[config.mk]
export PLATFORM = sky130hd
export DESIGN_NAME = vga_scan_fetch_flat
export DESIGN_NICKNAME = d
export VERILOG_FILES = /design/src/rtl/vga_scan_fetch_if.sv /design/src/rtl/vga_scan_fetch.sv /design/src/flat_wrapper.sv
export SDC_FILE = /design/constraint.sdc
export NUM_CORES = 1
export LEC_CHECK = 0
export BUFFER_PORTS_ARGS = -buffer_cell sky130_fd_sc_hd__buf_2
export CAP_MARGIN = 20
export CORE_AREA = 2 2 73 75
export DETAILED_ROUTE_END_ITERATION = 10
export DIE_AREA = 0 0 75 77
export GPL_TIMING_DRIVEN = 1
export PLACE_DENSITY_LB_ADDON = 0.2
export SLEW_MARGIN = 20
export SYNTH_ARGS = -nofsm -noshare
export SYNTH_HDL_FRONTEND = slang
export SYNTH_SLANG_ARGS = --single-unit
export TNS_END_PERCENT = 10
[constraint.sdc]
create_clock -name vgaClk -period 2.08 [get_ports vgaClk]
set_input_delay 0.52 -clock vgaClk [delete_from_list [all_inputs] [get_ports vgaClk]]
set_output_delay 0.52 -clock vgaClk [all_outputs]
set_load 0.01 [all_outputs]
[src/rtl/vga_scan_fetch_if.sv]
// vga_scan_fetch_if: framebuffer read bus plus the scan outputs toward the pixel printer.
interface vga_scan_fetch_if #(
  parameter int ADDR_W = 19
);
  // Timing contract: the scan is free-running, so there is no valid/ready pair. mem_rdata must
  // carry the word addressed by mem_addr exactly MEM_LATENCY clocks later, and videoOn qualifies
  // color_index in the same clock; enable is sampled every clock.
  logic              enable;
  logic [ADDR_W-1:0] mem_addr;
  logic [7:0]        mem_rdata;
  logic              videoOn;
  logic [7:0]        color_index;
  logic              hsync;
  logic              vsync;
  logic              frame_start;

  modport master (
    input  enable, mem_rdata,
    output mem_addr, videoOn, color_index, hsync, vsync, frame_start
  );

  modport slave (
    output enable, mem_rdata,
    input  mem_addr, videoOn, color_index, hsync, vsync, frame_start
  );
endinterface

[src/rtl/vga_scan_fetch.sv]
// vga_scan_fetch: VGA scan counters, linear framebuffer fetch and output alignment.
// Optional macro TEST_PATTERN_EN replaces framebuffer data with ten vertical colour bars.
module vga_scan_fetch #(
  parameter int H_ACTIVE    = 640,
  parameter int H_FP        = 16,
  parameter int H_SYNC      = 96,
  parameter int H_BP        = 48,
  parameter int V_ACTIVE    = 480,
  parameter int V_FP        = 10,
  parameter int V_SYNC      = 2,
  parameter int V_BP        = 33,
  parameter int ADDR_W      = 19,
  parameter int MEM_LATENCY = 1,
  parameter int OUT_DELAY   = 2,
  parameter bit SYNC_POL    = 1'b0
) (
  input  logic             vgaClk,
  input  logic             rst,
  vga_scan_fetch_if.master bus
);
  localparam int H_TOTAL     = H_ACTIVE + H_FP + H_SYNC + H_BP;
  localparam int V_TOTAL     = V_ACTIVE + V_FP + V_SYNC + V_BP;
  localparam int SYNC_STAGES = MEM_LATENCY + 1 + OUT_DELAY;

  localparam logic [9:0] H_LAST = 10'(H_TOTAL - 1);
  localparam logic [9:0] V_LAST = 10'(V_TOTAL - 1);
  localparam logic [9:0] H_ACT  = 10'(H_ACTIVE);
  localparam logic [9:0] V_ACT  = 10'(V_ACTIVE);
  localparam logic [9:0] HS_BEG = 10'(H_ACTIVE + H_FP);
  localparam logic [9:0] HS_END = 10'(H_ACTIVE + H_FP + H_SYNC);
  localparam logic [9:0] VS_BEG = 10'(V_ACTIVE + V_FP);
  localparam logic [9:0] VS_END = 10'(V_ACTIVE + V_FP + V_SYNC);
  localparam logic [ADDR_W-1:0] ADDR_MAX = ADDR_W'(H_ACTIVE * V_ACTIVE - 1);
  localparam logic [ADDR_W-1:0] ADDR_ONE = ADDR_W'(1);

  logic [9:0]             r_h_cnt;
  logic [9:0]             r_v_cnt;
  logic [ADDR_W-1:0]      r_addr;
  logic [MEM_LATENCY-1:0] r_act_pipe;
  logic [SYNC_STAGES-1:0] r_hs_pipe;
  logic [SYNC_STAGES-1:0] r_vs_pipe;
  logic                   r_video_on;
  logic [7:0]             r_color;

  logic       w_h_wrap;
  logic       w_frame_end;
  logic       w_active;
  logic       w_hs_on;
  logic       w_vs_on;
  logic [7:0] w_pixel;

  assign w_h_wrap    = (r_h_cnt == H_LAST);
  assign w_frame_end = w_h_wrap && (r_v_cnt == V_LAST);
  assign w_active    = bus.enable && (r_h_cnt < H_ACT) && (r_v_cnt < V_ACT);
  assign w_hs_on     = bus.enable && (r_h_cnt >= HS_BEG) && (r_h_cnt < HS_END);
  assign w_vs_on     = bus.enable && (r_v_cnt >= VS_BEG) && (r_v_cnt < VS_END);

  // addr wraps straight after the last visible pixel, so blanking already presents address 0.
  always_ff @(posedge vgaClk or negedge rst) begin
    if (!rst) begin
      r_h_cnt <= '0;
      r_v_cnt <= '0;
      r_addr  <= '0;
    end else if (!bus.enable) begin
      r_h_cnt <= '0;
      r_v_cnt <= '0;
      r_addr  <= '0;
    end else begin
      r_h_cnt <= w_h_wrap ? 10'd0 : r_h_cnt + 10'd1;
      if (w_h_wrap) begin
        r_v_cnt <= (r_v_cnt == V_LAST) ? 10'd0 : r_v_cnt + 10'd1;
      end
      if (w_frame_end) begin
        r_addr <= '0;
      end else if (w_active) begin
        r_addr <= (r_addr == ADDR_MAX) ? '0 : r_addr + ADDR_ONE;
      end
    end
  end

  always_ff @(posedge vgaClk or negedge rst) begin
    if (!rst) begin
      r_act_pipe <= '0;
      r_hs_pipe  <= '0;
      r_vs_pipe  <= '0;
      r_video_on <= 1'b0;
      r_color    <= 8'd0;
    end else begin
      r_act_pipe[0] <= w_active;
      for (int i = 1; i < MEM_LATENCY; i++) begin
        r_act_pipe[i] <= r_act_pipe[i-1];
      end
      r_hs_pipe[0] <= w_hs_on;
      r_vs_pipe[0] <= w_vs_on;
      for (int i = 1; i < SYNC_STAGES; i++) begin
        r_hs_pipe[i] <= r_hs_pipe[i-1];
        r_vs_pipe[i] <= r_vs_pipe[i-1];
      end
      r_video_on <= r_act_pipe[MEM_LATENCY-1];
      r_color    <= r_act_pipe[MEM_LATENCY-1] ? w_pixel : 8'd0;
    end
  end

`ifdef TEST_PATTERN_EN
  // x travels alongside the fetch so each bar lines up with its own pixel slot.
  logic [9:0] r_x_pipe [MEM_LATENCY];
  logic [3:0] w_bar;

  always_ff @(posedge vgaClk or negedge rst) begin
    if (!rst) begin
      for (int i = 0; i < MEM_LATENCY; i++) begin
        r_x_pipe[i] <= '0;
      end
    end else begin
      r_x_pipe[0] <= r_h_cnt;
      for (int i = 1; i < MEM_LATENCY; i++) begin
        r_x_pipe[i] <= r_x_pipe[i-1];
      end
    end
  end

  assign w_bar   = r_x_pipe[MEM_LATENCY-1][9:6];
  assign w_pixel = {4'd0, (w_bar >= 4'd10) ? w_bar - 4'd10 : w_bar};
`else
  assign w_pixel = bus.mem_rdata;
`endif

  assign bus.mem_addr    = r_addr;
  assign bus.videoOn     = r_video_on;
  assign bus.color_index = r_color;
  assign bus.hsync       = r_hs_pipe[SYNC_STAGES-1] ? SYNC_POL : ~SYNC_POL;
  assign bus.vsync       = r_vs_pipe[SYNC_STAGES-1] ? SYNC_POL : ~SYNC_POL;
  assign bus.frame_start = rst && bus.enable && (r_h_cnt == 10'd0) && (r_v_cnt == 10'd0);
endmodule

[src/flat_wrapper.sv]
// flat-port wrapper written by rule: the top's interface ports become plain ports
module vga_scan_fetch_flat 
#(
  parameter int H_ACTIVE    = 640,
  parameter int H_FP        = 16,
  parameter int H_SYNC      = 96,
  parameter int H_BP        = 48,
  parameter int V_ACTIVE    = 480,
  parameter int V_FP        = 10,
  parameter int V_SYNC      = 2,
  parameter int V_BP        = 33,
  parameter int ADDR_W      = 19,
  parameter int MEM_LATENCY = 1,
  parameter int OUT_DELAY   = 2,
  parameter bit SYNC_POL    = 1'b0
)
  (vgaClk, rst, bus_enable, bus_mem_rdata, bus_mem_addr, bus_videoOn, bus_color_index, bus_hsync, bus_vsync, bus_frame_start);
  vga_scan_fetch_if #(.ADDR_W(ADDR_W)) bus_i ();
  input  logic vgaClk;
  input  logic rst;
  input wire logic [$bits(bus_i.enable)-1:0] bus_enable;
  input wire logic [$bits(bus_i.mem_rdata)-1:0] bus_mem_rdata;
  output wire logic [$bits(bus_i.mem_addr)-1:0] bus_mem_addr;
  output wire logic [$bits(bus_i.videoOn)-1:0] bus_videoOn;
  output wire logic [$bits(bus_i.color_index)-1:0] bus_color_index;
  output wire logic [$bits(bus_i.hsync)-1:0] bus_hsync;
  output wire logic [$bits(bus_i.vsync)-1:0] bus_vsync;
  output wire logic [$bits(bus_i.frame_start)-1:0] bus_frame_start;
  assign bus_i.enable = bus_enable;
  assign bus_i.mem_rdata = bus_mem_rdata;
  assign bus_mem_addr = bus_i.mem_addr;
  assign bus_videoOn = bus_i.videoOn;
  assign bus_color_index = bus_i.color_index;
  assign bus_hsync = bus_i.hsync;
  assign bus_vsync = bus_i.vsync;
  assign bus_frame_start = bus_i.frame_start;
  vga_scan_fetch #(.H_ACTIVE(H_ACTIVE), .H_FP(H_FP), .H_SYNC(H_SYNC), .H_BP(H_BP), .V_ACTIVE(V_ACTIVE), .V_FP(V_FP), .V_SYNC(V_SYNC), .V_BP(V_BP), .ADDR_W(ADDR_W), .MEM_LATENCY(MEM_LATENCY), .OUT_DELAY(OUT_DELAY), .SYNC_POL(SYNC_POL)) u_core (.vgaClk(vgaClk), .rst(rst), .bus(bus_i));
endmodule
Word level (Yosys, flattened, before mapping)
Cells that the tools add are included.
{"block": "op_classes", "n_lt_le_gt_ge": 6, "n_eq_ne": 5, "mux": 12, "reduce_logical": 12, "addsub": 3}
{"cell": "$mux 19", "n": 4}
{"cell": "$mux 10", "n": 5}
{"cell": "$add 10x1->10 const B", "n": 2}
{"cell": "$eq 10x10->1 const B", "n": 2}
{"cell": "$logic_not 10->1", "n": 2}
{"cell": "$lt 10x10->1 const B", "n": 2}
{"cell": "$lt 10x9->1 const B", "n": 2}
{"cell": "$add 19x1->19 const B", "n": 1}
{"cell": "$eq 19x19->1 const B", "n": 1}
{"cell": "$ge 10x10->1 const B", "n": 1}
{"cell": "$ge 10x9->1 const B", "n": 1}
{"cell": "$logic_and 1x1->1", "n": 10}
{"cell": "$mux 8", "n": 1}
{"cell": "$ne 3x1->1 const B", "n": 1}
{"cell": "$mux 1", "n": 2}
{"cell": "$ne 2x1->1 const B", "n": 1}
{"block": "totals", "elab_cells": 46, "register_bits": 57, "input_bits": 11}

Longest topological paths before layout
Gate-level depths: netlist of run 1.
{"block": "logic_depth", "word_depth": 6, "mapped_depth": 7, "mapped_depth_nobuf": 6}

Least setup slack after synthesis of run 1
OpenSTA, ideal clock, no wires.
{"block": "synth_path", "path_type": "in2reg", "from": "input bus_enable", "to": "register u_core.r_addr[12], in the netlist u_core.bus.mem_addr[12]", "setup_time_ns": 0.078, "path_slack_ns": 0.324, "required_time_ns": 2.002, "arrival_time_ns": 1.679, "path_stages": 7, "cell_sequence": "buf_2 > and2b_1 > nand3_2 > inv_2 > nand2_2 > or4_1 > a21oi_1"}
{"block": "synth_via", "elab_chain_len": 3, "elab_cells_between_ends": 4, "cone_classes": "1 x eq/ne; 1 x mux; 2 x reduce/logical"}
{"item": "start, declared", "line": "flat_wrapper.sv:21", "source": "input wire logic [$bits(bus_i.enable)-1:0] bus_enable;"}
{"item": "$logic_and 1x1->1 (2 in a row)", "line": "vga_scan_fetch.sv:54", "source": "assign w_active = bus.enable && (r_h_cnt < H_ACT) && (r_v_cnt < V_ACT);"}
{"item": "net u_core.w_active", "line": "vga_scan_fetch.sv:47", "source": "logic w_active;"}
{"item": "$ne 3x1->1 (no line)"}
{"item": "end signal, assigned", "line": "vga_scan_fetch.sv:76", "source": "r_addr <= (r_addr == ADDR_MAX) ? '0 : r_addr + ADDR_ONE;"}
{"item": "end, declared", "line": "vga_scan_fetch.sv:38", "source": "logic [ADDR_W-1:0] r_addr;"}
The timed path passes the listed nets, and every way through them passes these cells.
A chain may end at the register's enable or synchronous reset.

Final worst setup path of run 1
{"block": "layout_path", "from": "register u_core.r_h_cnt[0]", "to": "output bus_frame_start"}
{"block": "layout_via", "elab_chain_len": 3}
{"item": "start, declared", "line": "vga_scan_fetch.sv:36", "source": "logic [9:0] r_h_cnt;"}
{"item": "start signal, assigned", "line": "vga_scan_fetch.sv:69", "source": "r_h_cnt <= w_h_wrap ? 10'd0 : r_h_cnt + 10'd1;"}
{"item": "$logic_not 10->1", "line": "vga_scan_fetch.sv:133", "source": "assign bus.frame_start = rst && bus.enable && (r_h_cnt == 10'd0) && (r_v_cnt == 10'd0);"}
{"item": "$logic_and 1x1->1 (2 in a row)", "line": "vga_scan_fetch.sv:133"}
{"item": "end, declared", "line": "flat_wrapper.sv:28", "source": "output wire logic [$bits(bus_i.frame_start)-1:0] bus_frame_start;"}
No other way between the ends.

==> summary.md, run 1 <==
| Metric | Value |
|---|---|
| Number of remaining DRC errors | 0 |
| Max-Cap Viols | 0 |
| Total track usage | 22.6% |
| Final setup TNS | -53.4 ps |
| Failing checks | setup timing |
| Area of the die | 5780 um2 |
| Worst hold path type | flop to flop |
| Share of cells above drive strength 1 | between 20% and 30% |
| DR iter-0 viols | ~180 |
| CP Max Fanout | 2 |
| Starting Density | a little over half |
| Syn_area_per_cell | ~10 um2 |
| Fin. Hold Viols | 0 |
| Sequential area share after synthesis | a little over half |
| Vias in the first global route | between 2000 and 2500 |
| Post-cts hold buffer count | 0 |
| R2r startpoint | u_core.r_h_cnt[7] |
| Post-synthesis mux area share | 0.733% |
| Pwr Density | roughly 750 nW/um2 |
| Vias per cell | around 5.6 |
| Die width | between 70 and 80 um |
| GRT Residual Overflow | 0 |
| Initial antenna violation count | 0 |
| Total wire length | between 5000 and 6000 um |
| RSZ-0062 raised after global routing | yes |
| Period utilization | 103% |
| Clk slew on worst S/H paths | around 70 ps |
| Worst Path Arrival | roughly 1600 ps |
| Dpl ws | roughly 200 ps |
| Global-route wire length before repair | 9950 um |
| VDD IR-drop max | roughly 0.47 mV |
| Adder-Cell Fraction of Synth Area | 2.29% |
| Die H | between 70 and 80 um |
| Worst Setup End Kind | output port |
| Critical Path Source Type | flop |
| Register-to-Register Setup Slack | approximately 220 ps |
| Clk_skew | 8.58 ps |
| Overall power | 2.52 mW |
| Worst setup path category | flop to output port |
| Final min period | between 2000 and 2500 ps |
| Mapped Cells | ~270 |
| Top_reg_cell synth | dfrtp_1 |
| Syn_nets | between 200 and 300 |
| Layout Utilization | just under 70% |
| Required @ worst endpoint | approximately 1600 ps |
| Clock Tree Root | clkbuf_8 |
| Setup slack after layout | -53.4 ps |
| Clk buf depth | 2 |
| Core box area | ~5000 um2 |
| Fillcell total | about 410 |
| Run status | complete, but fails checks |
| FF-to-FF End | u_core.bus.mem_addr[16] |
| Final setup fails | 1 |
| Total of warnings raised by yosys | 0 |
| Antenna diodes | 0 |
| Yosys reg bits | between 50 and 60 |
| Compound-Gate Fraction of Synth Area | between 8 and 9% |
| Rel. slew slack | 53.0% |
| Routed len/inst | approximately 15 um |
| Port buffer count | just over 40 |
| Area grow syn2layout | 23.7% |
| Worst slew pin tran | slightly above 700 ps |
| Post-synth ARST share | 100% |
| Post-layout nets | approximately 350 |
| Simple-gate portion of the synthesized area | between 20% and 30% |
| Hold depth | 0 |
| Via count | about 2300 |
| H-tree Lvls | 3 |
| DRT Pass-1 Iters | 4 |
| Num Clock Sinks | 57 |
| Synthesized area | roughly 2700 um2 |
| Largest family of logic cells by synthesized area | simple AND/OR/NAND/NOR gates |
| Min-Delay Endpoint | u_core.r_vs_pipe[2] |
| Rows | 26 |
| Hold_sp | u_core.r_vs_pipe[1] |
| Number of enable flip-flop cells after synthesis | 0 |
| Max Clk Rate | roughly 470 MHz |
| Xor and xnor area share after synthesis | a little over 6% |
| Routability Congestion | around 0.88 |
| Clock latency on the worst-skew pair | roughly 340 ps |
| TritonCTS clock tree | built |
| Distinct cells, synth | 45 |
| Slew Viols, Final | 0 |
| Detailed placement HPWL | between 3000 and 4000 um |
| Leakage power | ~1.6 nW |
| CTS buffer count | 9 |
| Antenna viol nets, final | 0 |
| Largest net degree at the start of global routing | 58 |
| I/O pin total | 42 |
| Worst Reg-to-Reg Cells | 7 |
## how the worst max path moves through the flow
| stage | endpoint | slack (ps) | from | cells after the start |
|---|---|---|---|---|
| 4_1_cts | bus_frame_start | 1 | u_core.r_h_cnt[5] | 5 |
| 5_1_grt | bus_frame_start | -130 | u_core.r_h_cnt[0] | 6 |
| 2_1_floorplan | u_core.bus.mem_addr[12] | 320 | bus_enable | 7 |
| 3_5_place_dp | bus_frame_start | 200 | u_core.r_h_cnt[0] | 6 |
| 6_report | bus_frame_start | -50 | u_core.r_h_cnt[0] | 6 |
| 3_3_place_gp | bus_frame_start | 220 | u_core.r_h_cnt[0] | 6 |
## synthesized netlist by cell type, drive strengths merged (2+ instances only)
cell type  instances  area (um2)
nor3              10        50.1
and4               6        52.6
nand3             15        85.1
a22oi              3        22.5
nand4b             4        35.0
buf                6        36.3
nor4               2        18.8
a21oi             14        70.1
nand2b             2        12.5
inv               10        37.5
and3               8        50.1
o21ai              6        30.0
ha                 5        62.6
and2              15        93.8
or3                3        18.8
xnor2              6        52.6
a31oi              7        43.8
nand2             23        88.8
dfrtp             57        1430
mux2i              2        20.0
nor2              28         105
xor2              13         114
o22ai              2        12.5
nand4             11        68.8
## state kept, by name (all words and copies together), names as in the netlist
register and count:
u_core.r_hs_pipe 4, u_core.r_vs_pipe 4, u_core.bus.color_index 8, u_core.r_h_cnt 10
u_core.bus.videoOn 1, u_core.bus.mem_addr 19, u_core.r_v_cnt 10, u_core.r_act_pipe 1
## cells by family (layout without fill, tap and decap cells)
| group | count (synthesis) | after routing |
|---|---|---|
| compound gates | 37 | 37 |
| xor+xnor | 19 | 19 |
| buf+inv | 17 | 84 |
| simple gates | 136 | 136 |
| mux | 2 | 2 |
| fa+ha+maj | 5 | 5 |
| flops | 57 | 57 |
## per-layer routing
metal	GRT usage, %	part of all wire, %
met1	30.4	44
met2	34.0	49
met3	6.44	4.8
met4	9.29	1.6
met5	0	0
## per-stage QoR
stage,instance area [um2],hold slack [ps],std cells
global route,3380,365,410
CTS,3370,352,410
floorplan,2730,224,273
finish,3380,349,410
global placement,3070,333,388
detailed placement,3070,336,388
## power by group
| group | switching (mW) | internal [mW] | total [mW] |
|---|---|---|---|
| clock | 0.452 | 0.797 | 1.25 |
| sequential | 0.0117 | 1.13 | 1.14 |
| combinational | 0.0834 | 0.0534 | 0.137 |
## layout make-up
class                           instances  area (um2)  share of cell area (%)
Clock buffer                           11         131                    3.89
Multi-Input combinational cell        199        1260                    37.3
Sequential cell                        57        1430                    42.2
Inverter                               10        37.5                    1.11
Tap cell                               70        87.6                    2.59
Timing Repair Buffer                   58         333                    9.85
Clock inverter                          5         104                    3.07
## worst max-delay path: stages (launching register included)
cell	delay (ps)
dfrtp_1	380
inv_1	60
ha_1	160
nor4b_4	190
nand4_1	160
nor3_2	160
buf_2	160
## cell usage in the layout (no fill, tap or decap), drive strengths merged, types with 4 or more instances in the layout
| cell | n |
|---|---|
| buf | 58 |
| nand2 | 23 |
| dfrtp | 57 |
| a31oi | 7 |
| nand3 | 15 |
| and3 | 8 |
| and2 | 15 |
| xnor2 | 6 |
| clkbuf | 11 |
| nor2 | 28 |
| a21oi | 14 |
| nor3 | 10 |
| xor2 | 13 |
| nand4 | 11 |
| inv | 10 |
| nand4b | 4 |
| ha | 5 |
| o21ai | 6 |
| and4 | 6 |
## what timing repair did
item / 4_1_cts / 5_1_grt
resized for setup: 4 / 2
setup buffers: 6 / 0
setup endpoints to repair: 1 / 2
pin swaps: 2 / 0
gates cloned: 0 / 0
(Power assumes the default switching activity.)
==> inputs of run 2 (changes only) <==
- CORE_AREA: 2 2 73 75 -> 2 2 77 79
- DIE_AREA: 0 0 75 77 -> 0 0 79 81
- clock period: 2.08 -> 1.75 ns (I/O delays scaled with it)
==> run 2 against run 1 <==
Clock skew fell by 2.0 ps. Global-route usage shrank 1.2 points. Combinational power is 36% higher. Wire length grew 6.0%. Sequential cell count did not move. Die area up 11%. Critical path type unchanged. Sequential power grew 18%. Cell area increased by 4.8%. Via count up 2.9%. Hold slack lost 83 ps. Setup slack worse by 210 ps. The run still ends with setup timing left. First-iteration DRC count shrank 13%.
==> summary.md, run 2 (synthesis results as in run 1) <==
| Metric | Value |
|---|---|
| Run status | complete, but fails checks |
| Failing checks | setup timing |
| Area of the die | around 6400 um2 |
| Starting Density | approximately 48% |
| Die H | roughly 80 um |
| Rel. slew slack | a little over half |
| Seq pwr share | between 50% and 60% |
| Vias per cell | 5.37 |
| Worst hold path type | primary input to asynchronous set/reset pin |
| Slew Viols, Final | 0 |
| Most frequent cells in the layout | dfrtp_1 (56), buf_2 (42), buf_4 (35), nor2_1 (28), nand2_1 (22) |
| DRT Pass-1 Iters | 4 |
| Comb power frac | under 10% |
| Clock share of power | ~42% |
| Antenna diodes | 0 |
| Detailed placement HPWL | 4220 um |
| Register-to-Register Setup Slack | ~40 ps |
| Routability Congestion | around 0.82 |
| Fin. Hold Viols | 0 |
| TritonCTS clock tree | built |
| CP startpoint | u_core.r_h_cnt[7] |
| Leakage power | 1.67 nW |
| RSZ-0062 raised after global routing | yes |
| Largest net degree at the start of global routing | 58 |
| Final min period | 2010 ps |
| Core box area | 5680 um2 |
| Total track usage | between 20% and 30% |
| Internal power | roughly 1.9 mW |
| Setup slack after layout | -261 ps |
| Total wire length | 6330 um |
| Share of cells above drive strength 1 | a little under a third |
| Worst Reg-to-Reg Cells | 8 |
| R2r startpoint | u_core.r_h_cnt[0] |
| GRT Residual Overflow | 0 |
| Via count | between 2000 and 2500 |
| Dpl ws | -63.8 ps |
| Period utilization | 115% |
| Required @ worst endpoint | about 1300 ps |
| I/O pin total | 42 |
| VDD IR-drop max | between 0.5 and 0.6 mV |
| Final setup fails | 1 |
| Port buffer count | 41 |
| DR iter-0 viols | 159 |
| H-tree Lvls | 3 |
| Worst Path Arrival | 1570 ps |
| Placed insts | around 420 |
| Die width | a little under 80 um |
| FF-to-FF End | u_core.r_v_cnt[9] |
| Rows | 28 |
| Finished Layout Cells | ~440 |
| Vias in the first global route | ~2200 |
| Initial antenna violation count | 0 |
| Fillcell total | 499 |
| Routed len/inst | around 15 um |
| Pwr Density | between 700 and 800 nW/um2 |
| CTS buffer count | 9 |
| Clock latency on the worst-skew pair | 350 ps |
| Critical Path Source Type | flop |
| Global-route wire length before repair | ~11000 um |
| Max-Cap Viols | 0 |
| Area grow syn2layout | 29.7% |
| Largest register FFs | 19 |
| Clk buf depth | 2 |
| Leading cell type in the layout, fill and taps excluded | dfrtp_1 |
| Worst slew pin tran | between 700 and 800 ps |
| Antenna viol nets, final | 0 |
| Clock Tree Root | clkbuf_8 |
| Number of remaining DRC errors | 0 |
| Max Clk Rate | around 500 MHz |
| Worst Setup End Kind | output port |
| Worst setup path category | flop to output port |
| Sw frac | a little over a quarter |
| Post-layout nets | ~370 |
| Clk_skew | between 6 and 7 ps |
| Num Clock Sinks | 57 |
| Psw | between 0.7 and 0.8 mW |
| CP Max Fanout | 3 |
| Clk slew on worst S/H paths | approximately 80 ps |
## run 2: changes by cell type in the layout (fill, tap and decap cells not counted), moves of 2 or more
cell,change
buf_4,+18
buf_6,+2
bufinv_16,-3
clkbuf_1,-2
clkinvlp_4,+2
inv_6,+2
o21ai_2,+2
## run 2: worst max path at each step
stage,endpoint,slack [ps],depth (start not counted)
2_1_floorplan,u_core.bus.mem_addr[11],10,6
3_3_place_gp,bus_frame_start,-40,6
3_5_place_dp,bus_frame_start,-60,6
4_1_cts,bus_frame_start,-260,6
5_1_grt,bus_frame_start,-370,6
6_report,bus_frame_start,-260,5
## run 2: power by group through the flow
stage,clock [mW],combinational [mW],sequential [mW]
final,1.13,0.187,1.35
after detailed placement,0,0.171,1.37
after floorplan,0,0.0579,1.38
after CTS,1.15,0.178,1.35
after global routing,1.20,0.209,1.35
after global placement,0,0.170,1.37
## run 2: what timing repair did
item                       in CTS  in global routing
pin swaps                       2                  4
hold endpoints to repair        0                  0
gates cloned                    0                  1
hold buffers                    0                  0
buffers inserted                1                  3
setup endpoints to repair       3                 22
gates resized for setup         8                 12
## run 2: final cells by class
cell class | instances | area [um2] | area share [%]
Clock inverter | 7 | 55.1 | 1.55
Inverter | 10 | 37.5 | 1.06
Clock buffer | 9 | 124 | 3.50
Timing Repair Buffer | 79 | 495 | 14.0
Sequential cell | 57 | 1430 | 40.3
Multi-Input combinational cell | 199 | 1310 | 36.9
Tap cell | 75 | 93.8 | 2.65
## run 2: critical path, stage by stage, from the launching register on
cell,delay (ps)
dfrtp_1,400
or2_4,270
nor3_2,120
nand4_1,120
nor3_2,160
buf_2,160
## run 2: routing by layer
metal	up-vias	track usage, %	routed length (um)
met2	51	33.3	2900
met5	-	0	0
met1	1145	29.1	3050
met4	0	10.9	140
met3	12	3.78	238
li1	1135	-	-
## run 2: metrics by stage
step	utilization [%]	cell area, um2	hold WS (ps)	setup TNS (ps)	total power, mW
global route	62.4	3540	301	-546	2.76
floorplan	-	2730	142	0	1.44
finish	62.4	3540	266	-261	2.66
CTS	61.1	3470	295	-258	2.67
detailed placement	57.2	3240	337	-63.8	1.54
global placement	57.2	3240	333	-36.5	1.54
